## src/rtl/decomp_line_sched_if.sv

```systemverilog
// Line-memory read port between the scanline scheduler and the line memory.
interface decomp_line_sched_if #(
  parameter int unsigned ADDR_WIDTH = 16
);
  logic [ADDR_WIDTH-1:0] MemAddr;
  logic                  MemRd;
  logic                  MemValid;
  logic [7:0]            MemData;

  modport master (output MemAddr, MemRd, input MemValid, MemData);
  modport slave  (input MemAddr, MemRd, output MemValid, MemData);
endinterface

```

## src/rtl/decomp_line_sched.sv

```systemverilog
// Scanline scheduler for the 3-byte-to-4-pixel decompositor: fetches packed bytes,
// pushes them three per group and pops four pixels per group under consumer backpressure.
module decomp_line_sched #(
  parameter int unsigned ADDR_WIDTH  = 16,
  parameter int unsigned COUNT_WIDTH = 11
) (
  input  logic                   Clk,
  input  logic                   ResetN,
  input  logic                   LineStart,
  input  logic [ADDR_WIDTH-1:0]  LineBase,
  input  logic [COUNT_WIDTH-1:0] PixelCount,
  input  logic                   LineAbort,
  decomp_line_sched_if.master    mem,
  output logic                   PushEn,
  output logic [7:0]             PushData,
  output logic                   PopEn,
  input  logic                   PixReady,
  output logic                   PixValid,
  output logic                   DecompFlush,
  output logic                   Busy,
  output logic                   LineDone
);

  // One extra bit so a count rounded up to a multiple of 4 cannot wrap.
  localparam int unsigned CW = COUNT_WIDTH + 1;

  typedef enum logic [1:0] {S_IDLE, S_RUN, S_DONE} state_t;

  state_t                r_state;
  logic [ADDR_WIDTH-1:0] r_addr;
  logic [ADDR_WIDTH-1:0] r_mem_addr;
  logic [CW-1:0]         r_bytes;
  logic [CW-1:0]         r_pix;
  logic [1:0]            r_group;
  logic [1:0]            r_phase;
  logic                  r_outst;
  logic                  r_mem_rd;
  logic                  r_push_en;
  logic [7:0]            r_push_data;
  logic                  r_pop_en;
  logic                  r_pix_valid;
  logic                  r_flush;
  logic                  r_busy;
  logic                  r_line_done;

  logic [CW-1:0] w_pix_round;
  logic [CW-1:0] w_groups;
  logic [CW-1:0] w_bytes;
  logic [1:0]    w_need;
  logic          w_fetch;
  logic          w_pop;
  logic          w_wrap;

  always_comb begin
    w_pix_round = ({1'b0, PixelCount} + CW'(3)) & ~CW'(3);
    w_groups    = w_pix_round >> 2;
    w_bytes     = (w_groups << 1) + w_groups;
  end

  always_comb begin
    w_need = 2'd3;
    case (r_phase)
      2'd0:    w_need = 2'd1;
      2'd1:    w_need = 2'd2;
      default: w_need = 2'd3;
    endcase
  end

  // GroupBytes counts bytes already strobed into the decompositor; a captured byte
  // waiting in the push register still counts as outstanding, so it blocks the fetch.
  assign w_fetch = (r_state == S_RUN) && (r_bytes != '0) && !r_outst && !r_push_en &&
                   (r_group != 2'd3);
  assign w_pop   = (r_state == S_RUN) && PixReady && (r_group >= w_need);
  assign w_wrap  = w_pop && (r_phase == 2'd3);

  always_ff @(posedge Clk or negedge ResetN) begin
    if (!ResetN) begin
      r_state     <= S_IDLE;
      r_addr      <= '0;
      r_mem_addr  <= '0;
      r_bytes     <= '0;
      r_pix       <= '0;
      r_group     <= '0;
      r_phase     <= '0;
      r_outst     <= 1'b0;
      r_mem_rd    <= 1'b0;
      r_push_en   <= 1'b0;
      r_push_data <= '0;
      r_pop_en    <= 1'b0;
      r_pix_valid <= 1'b0;
      r_flush     <= 1'b0;
      r_busy      <= 1'b0;
      r_line_done <= 1'b0;
    end else begin
      r_mem_rd    <= 1'b0;
      r_push_en   <= 1'b0;
      r_pop_en    <= 1'b0;
      r_flush     <= 1'b0;
      r_line_done <= 1'b0;
      r_pix_valid <= r_pop_en;

      if (LineAbort && (r_state != S_IDLE)) begin
        r_flush <= 1'b1;
        r_busy  <= 1'b0;
        r_state <= S_IDLE;
        r_bytes <= '0;
        r_pix   <= '0;
        r_group <= '0;
        r_phase <= '0;
        r_outst <= 1'b0;
      end else begin
        case (r_state)
          S_IDLE: begin
            if (LineStart && !LineAbort) begin
              r_addr  <= LineBase;
              r_pix   <= w_pix_round;
              r_bytes <= w_bytes;
              r_group <= '0;
              r_phase <= '0;
              r_outst <= 1'b0;
              r_busy  <= 1'b1;
              r_state <= (PixelCount == '0) ? S_DONE : S_RUN;
            end
          end

          S_RUN: begin
            if (w_fetch) begin
              r_mem_rd   <= 1'b1;
              r_mem_addr <= r_addr;
              r_addr     <= r_addr + ADDR_WIDTH'(1);
              r_bytes    <= r_bytes - CW'(1);
              r_outst    <= 1'b1;
            end
            if (mem.MemValid && r_outst) begin
              r_push_en   <= 1'b1;
              r_push_data <= mem.MemData;
              r_outst     <= 1'b0;
            end
            // A byte pushed on the phase-3 wrap already belongs to the next group.
            if (w_wrap) r_group <= {1'b0, r_push_en};
            else        r_group <= r_group + {1'b0, r_push_en};
            if (w_pop) begin
              r_pop_en <= 1'b1;
              r_phase  <= r_phase + 2'd1;
              r_pix    <= r_pix - CW'(1);
              if (r_pix == CW'(1)) r_state <= S_DONE;
            end
          end

          S_DONE: begin
            // Hold until the final PopEn has turned into PixValid.
            if (!r_pop_en) begin
              r_line_done <= 1'b1;
              r_busy      <= 1'b0;
              r_state     <= S_IDLE;
            end
          end

          default: r_state <= S_IDLE;
        endcase
      end
    end
  end

  assign mem.MemAddr = r_mem_addr;
  assign mem.MemRd   = r_mem_rd;
  assign PushEn      = r_push_en;
  assign PushData    = r_push_data;
  assign PopEn       = r_pop_en;
  assign PixValid    = r_pix_valid;
  assign DecompFlush = r_flush;
  assign Busy        = r_busy;
  assign LineDone    = r_line_done;

endmodule

```

## src/flat_wrapper.sv

```systemverilog
// flat-port wrapper written by rule: the top's interface ports become plain ports
module decomp_line_sched_flat 
#(
  parameter int unsigned ADDR_WIDTH  = 16,
  parameter int unsigned COUNT_WIDTH = 11
)
  (Clk, ResetN, LineStart, LineBase, PixelCount, LineAbort, PushEn, PushData, PopEn, PixReady, PixValid, DecompFlush, Busy, LineDone, mem_MemAddr, mem_MemRd, mem_MemValid, mem_MemData);
  decomp_line_sched_if #(.ADDR_WIDTH(ADDR_WIDTH)) mem_i ();
  input  logic Clk;
  input  logic ResetN;
  input  logic LineStart;
  input  logic [ADDR_WIDTH-1:0] LineBase;
  input  logic [COUNT_WIDTH-1:0] PixelCount;
  input  logic LineAbort;
  output logic PushEn;
  output logic [7:0] PushData;
  output logic PopEn;
  input  logic PixReady;
  output logic PixValid;
  output logic DecompFlush;
  output logic Busy;
  output logic LineDone;
  output wire logic [$bits(mem_i.MemAddr)-1:0] mem_MemAddr;
  output wire logic [$bits(mem_i.MemRd)-1:0] mem_MemRd;
  input wire logic [$bits(mem_i.MemValid)-1:0] mem_MemValid;
  input wire logic [$bits(mem_i.MemData)-1:0] mem_MemData;
  assign mem_MemAddr = mem_i.MemAddr;
  assign mem_MemRd = mem_i.MemRd;
  assign mem_i.MemValid = mem_MemValid;
  assign mem_i.MemData = mem_MemData;
  decomp_line_sched #(.ADDR_WIDTH(ADDR_WIDTH), .COUNT_WIDTH(COUNT_WIDTH)) u_core (.Clk(Clk), .ResetN(ResetN), .LineStart(LineStart), .LineBase(LineBase), .PixelCount(PixelCount), .LineAbort(LineAbort), .mem(mem_i), .PushEn(PushEn), .PushData(PushData), .PopEn(PopEn), .PixReady(PixReady), .PixValid(PixValid), .DecompFlush(DecompFlush), .Busy(Busy), .LineDone(LineDone));
endmodule
```

## config.mk

```make
export PLATFORM = sky130hd
export DESIGN_NAME = decomp_line_sched_flat
export DESIGN_NICKNAME = d
export VERILOG_FILES = /design/src/rtl/decomp_line_sched_if.sv /design/src/rtl/decomp_line_sched.sv /design/src/flat_wrapper.sv
export SDC_FILE = /design/constraint.sdc
export NUM_CORES = 1
export LEC_CHECK = 0
export ABC_AREA = 1
export CAP_MARGIN = 10
export CORE_MARGIN = 3
export CORE_UTILIZATION = 55
export DETAILED_ROUTE_END_ITERATION = 8
export GPL_ROUTABILITY_DRIVEN = 0
export GPL_TIMING_DRIVEN = 0
export MAX_ROUTING_LAYER = met4
export PLACE_DENSITY = 0.85
export SYNTH_ARGS = -nofsm -noshare
export SYNTH_HDL_FRONTEND = slang
export SYNTH_SLANG_ARGS = --single-unit
```

## constraint.sdc

```tcl
create_clock -name Clk -period 2.5 [get_ports Clk]
set_input_delay 0.25 -clock Clk [delete_from_list [all_inputs] [get_ports Clk]]
set_output_delay 0.25 -clock Clk [all_outputs]
set_load 0.02 [all_outputs]
```

==> flow_metrics.py <==
metrics = {
    "status": {
        "status": "completed",
    },
    "pwr": {
        "total_leakage_power_nw": 3.213,
        "irDropWorstVdd_uv": 610.1,
        "power_density_nw_per_um2": 1138,
    },
    "sta": {
        "max_slew.worst_pin.slew_ns": 0.6549,
        "setup_viol": 0,
        "hold_viol_final": 0,
        "finalCriticalPeriod_ns": 2.395,
        "finalSetupTns_ns": 0,
        "skew_ns": 0.01114,
        "slew-limit-headroom": 0.5634,
        "whs_ns": 0.3289,
        "drv_slew": 0,
        "final.period_utilization": 0.9581,
        "post-route-worst-setup-slack_ns": 0.1048,
        "max_freq_mhz": 417.5,
    },
    "floorplanning": {
        "ios": 72,
        "core_um2": 8848,
        "die_area_um2": 10390,
        "die-height_um": 101.9,
        "rows": 34,
        "initial_core_util": 0.5721,
        "die_x_um": 101.9,
    },
    "synthesis": {
        "synth.avg_cell_area_um2": 6.723,
        "synth_cell_type_count": 31,
        "synth_area_um2": 5062,
        "synthesis.nets": 816,
        "synth-seq-area-share": 0.3856,
        "ys_ff_latch": 78,
        "ys.warnings.count": 0,
        "postSynthCellCount": 753,
    },
    "final_layout": {
        "drive_above_1_share": 0.07202,
        "n_antenna_cell": 0,
        "synthToLayoutAreaGrowth_pct": 24.35,
        "num-nets-final": 905,
        "final_util": 0.7114,
    },
    "global_route": {
        "grtUsageTotal": 0.2663,
        "grt.overflow.total": 0,
        "grt_max_degree": 56,
        "grt_pass1_vias": 4736,
        "grt_pass1_wl_mm": 21.69,
        "antenna_found_initial": 0,
    },
    "worst_setup_path": {
        "crit_fanout": 4,
        "cp.arrival_ns": 2.65,
        "critPathKind": "in -> reg",
        "cp.required_ns": 2.75,
        "crit_path_end_kind": "flop",
        "startpoint_type": "input pin",
    },
    "routing": {
        "drtIter0Drc": 350,
        "via_per_inst": 5.386,
        "drt_wl_total_mm": 13.35,
        "dr.pass1.iters": 6,
        "drt-met1-wl_mm": 5.555,
        "routedWlPerCell_um": 13.97,
        "met3WireLength_um": 890,
        "detail-route-antenna-nets": 0,
        "drc_errors": 0,
        "dr_wl_met2_mm": 6.670,
        "vias": 5144,
        "routed.top_layer": "met4",
    },
    "clocking": {
        "cts-root-buf": "clkbuf_8",
        "htree_levels": 3,
        "numCtsBuffers": 9,
        "path_clk_slew_ns": 0.09,
        "insertion_delay_ns": 0.36,
        "cts.sinks": 78,
        "cts_tree": "built",
        "clk_path_buf_depth": 2,
    },
    "placement": {
        "post-place-ws_ns": -0.6257,
        "portBuffers": 71,
        "dp_hpwl_mm": 9.839,
    },
    "run": {
        "cap_violations": 0,
    },
    "hold_path": {
        "hp-class": "in -> async",
    },
}
==> logic make-up after synthesis <==
kind of cell,synth area share
AOI/OAI and AO/OA,0.1031
xor gates and xnor gates,0.01384
adders and majority gates,0.05586
buffers and inverters,0.08181
DFF,0.3856
and+or+nand+nor,0.3599
==> timing repair <==
item,4_1_cts,5_1_grt
hold buffers,1,0
hold endpoints to repair,23,0
buffers inserted,0,5
pin swaps,0,4
gates resized for setup,8,20
endpoints found under the setup margin,4,8
==> cell type report <==
type | instances | area, um2
clock buffers | 10 | 127.6
repair buffers | 78 | 793.3
plain buffers | 16 | 83.83
well taps | 108 | 135.1
multi-input cells | 571 | 2803
inverters | 88 | 330.3
clock inverters | 6 | 70.07
fillers | 726 | 2554
flip-flops and latches | 78 | 1952
==> final timing paths <==
kind / startpoint / endpoint / slack (ns) / cells past startpoint
setup / recovery: PixelCount[2] / u_core.r_bytes[7]$_DFFE_PN0P_ / 0.10 / 16
hold / removal: ResetN / u_core.r_bytes[8]$_DFFE_PN0P_ / 0.33 / 2
setup reg to reg: u_core.r_phase[1]$_DFFE_PN0P_ / u_core.r_pix[7]$_DFFE_PN0P_ / 0.40 / 12
hold reg to reg: u_core.PopEn$_DFF_PN0_ / u_core.PixValid$_DFF_PN0_ / 0.47 / 0
max in group asynchronous: ResetN / u_core.PushData[1]$_DFFE_PN0P_ / 1.60 / 3
min in group Clk: mem_MemData[0] / u_core.PushData[0]$_DFFE_PN0P_ / 0.42 / 3
==> metal layers <==
layer / track usage / up-vias
met3: 0.04505 / 27
met2: 0.4432 / 200
met4: 0.08073 / 0
met5: - / -
li1: - / 2548
met1: 0.3342 / 2369
==> cells in the final DEF, fill, tap and decap left out, types with 8 or more instances in the layout <==
cell type,synthesis,routed
nand2_1,287,286
inv_1,87,87
dfrtp_1,78,78
nor2_1,82,76
clkdlybuf4s50_1,0,66
o21ai_0,53,51
nand3_1,45,44
a21oi_1,21,19
ha_1,21,17
buf_4,5,11
clkbuf_8,0,9
o21a_1,8,8
==> sequential cells by signal (all words and copies together), names as in the netlist <==
name	count
u_core.r_addr	16
u_core.PixValid	1
u_core.PushEn	1
u_core.PushData	8
u_core.r_group	2
u_core.r_bytes	12
u_core.mem.MemAddr	16
u_core.r_outst	1
u_core.DecompFlush	1
u_core.LineDone	1
u_core.r_phase	2
u_core.r_state	2
u_core.r_pix	12
u_core.PopEn	1
u_core.Busy	1
u_core.mem.MemRd	1
==> metrics by stage <==
step                      instances  cell area [um2]  total power (W)
after floorplan                 753             5062         0.004829
after global placement          932             5908         0.005964
after detailed placement        933             5933         0.006123
after CTS                       950             6166         0.007110
after global routing            955             6295         0.007775
final                           955             6295         0.007163
==> power by group <==
part	switching, W	internal, W	leakage (nW)
Sequential	0.000452	0.00181	0.984
Clock	0.000502	0.000469	0.0895
Combinational	0.00245	0.00148	2.14
Total	0.00341	0.00376	3.21
==> cell usage after synthesis (all sizes together) <==
cell,number,area share
nand2,290,0.22
dfrtp,78,0.39
o21a,8,0.012
o21bai,1,0.0015
o211ai,2,0.0030
ha,21,0.052
or2,3,0.0037
fa,1,0.0040
nand4,5,0.0062
inv,88,0.065
nor2,88,0.073
xor2,6,0.010
o22ai,6,0.0074
buf,11,0.013
xnor2,2,0.0035
nor3,6,0.0059
o21ai,58,0.057
nand3b,6,0.0089
nand3,45,0.044
and3,1,0.0012
a21oi,21,0.021
a31oi,1,0.0012
clkbuf,5,0.0037
==> critical path, stage by stage <==
cell and delay, ns:
clkdlybuf4s50_1 0.51, inv_1 0.08, nor2_2 0.17, nor2_1 0.07
nor2_2 0.21, ha_2 0.22, inv_1 0.05, fa_1 0.44
inv_1 0.11, nand4_1 0.13, nand2_1 0.10, nand2_1 0.05
nand3_1 0.08, nand2_1 0.07, nand2_1 0.06, nand2_1 0.05
No activity file was read; power rests on OpenSTA's default activity.
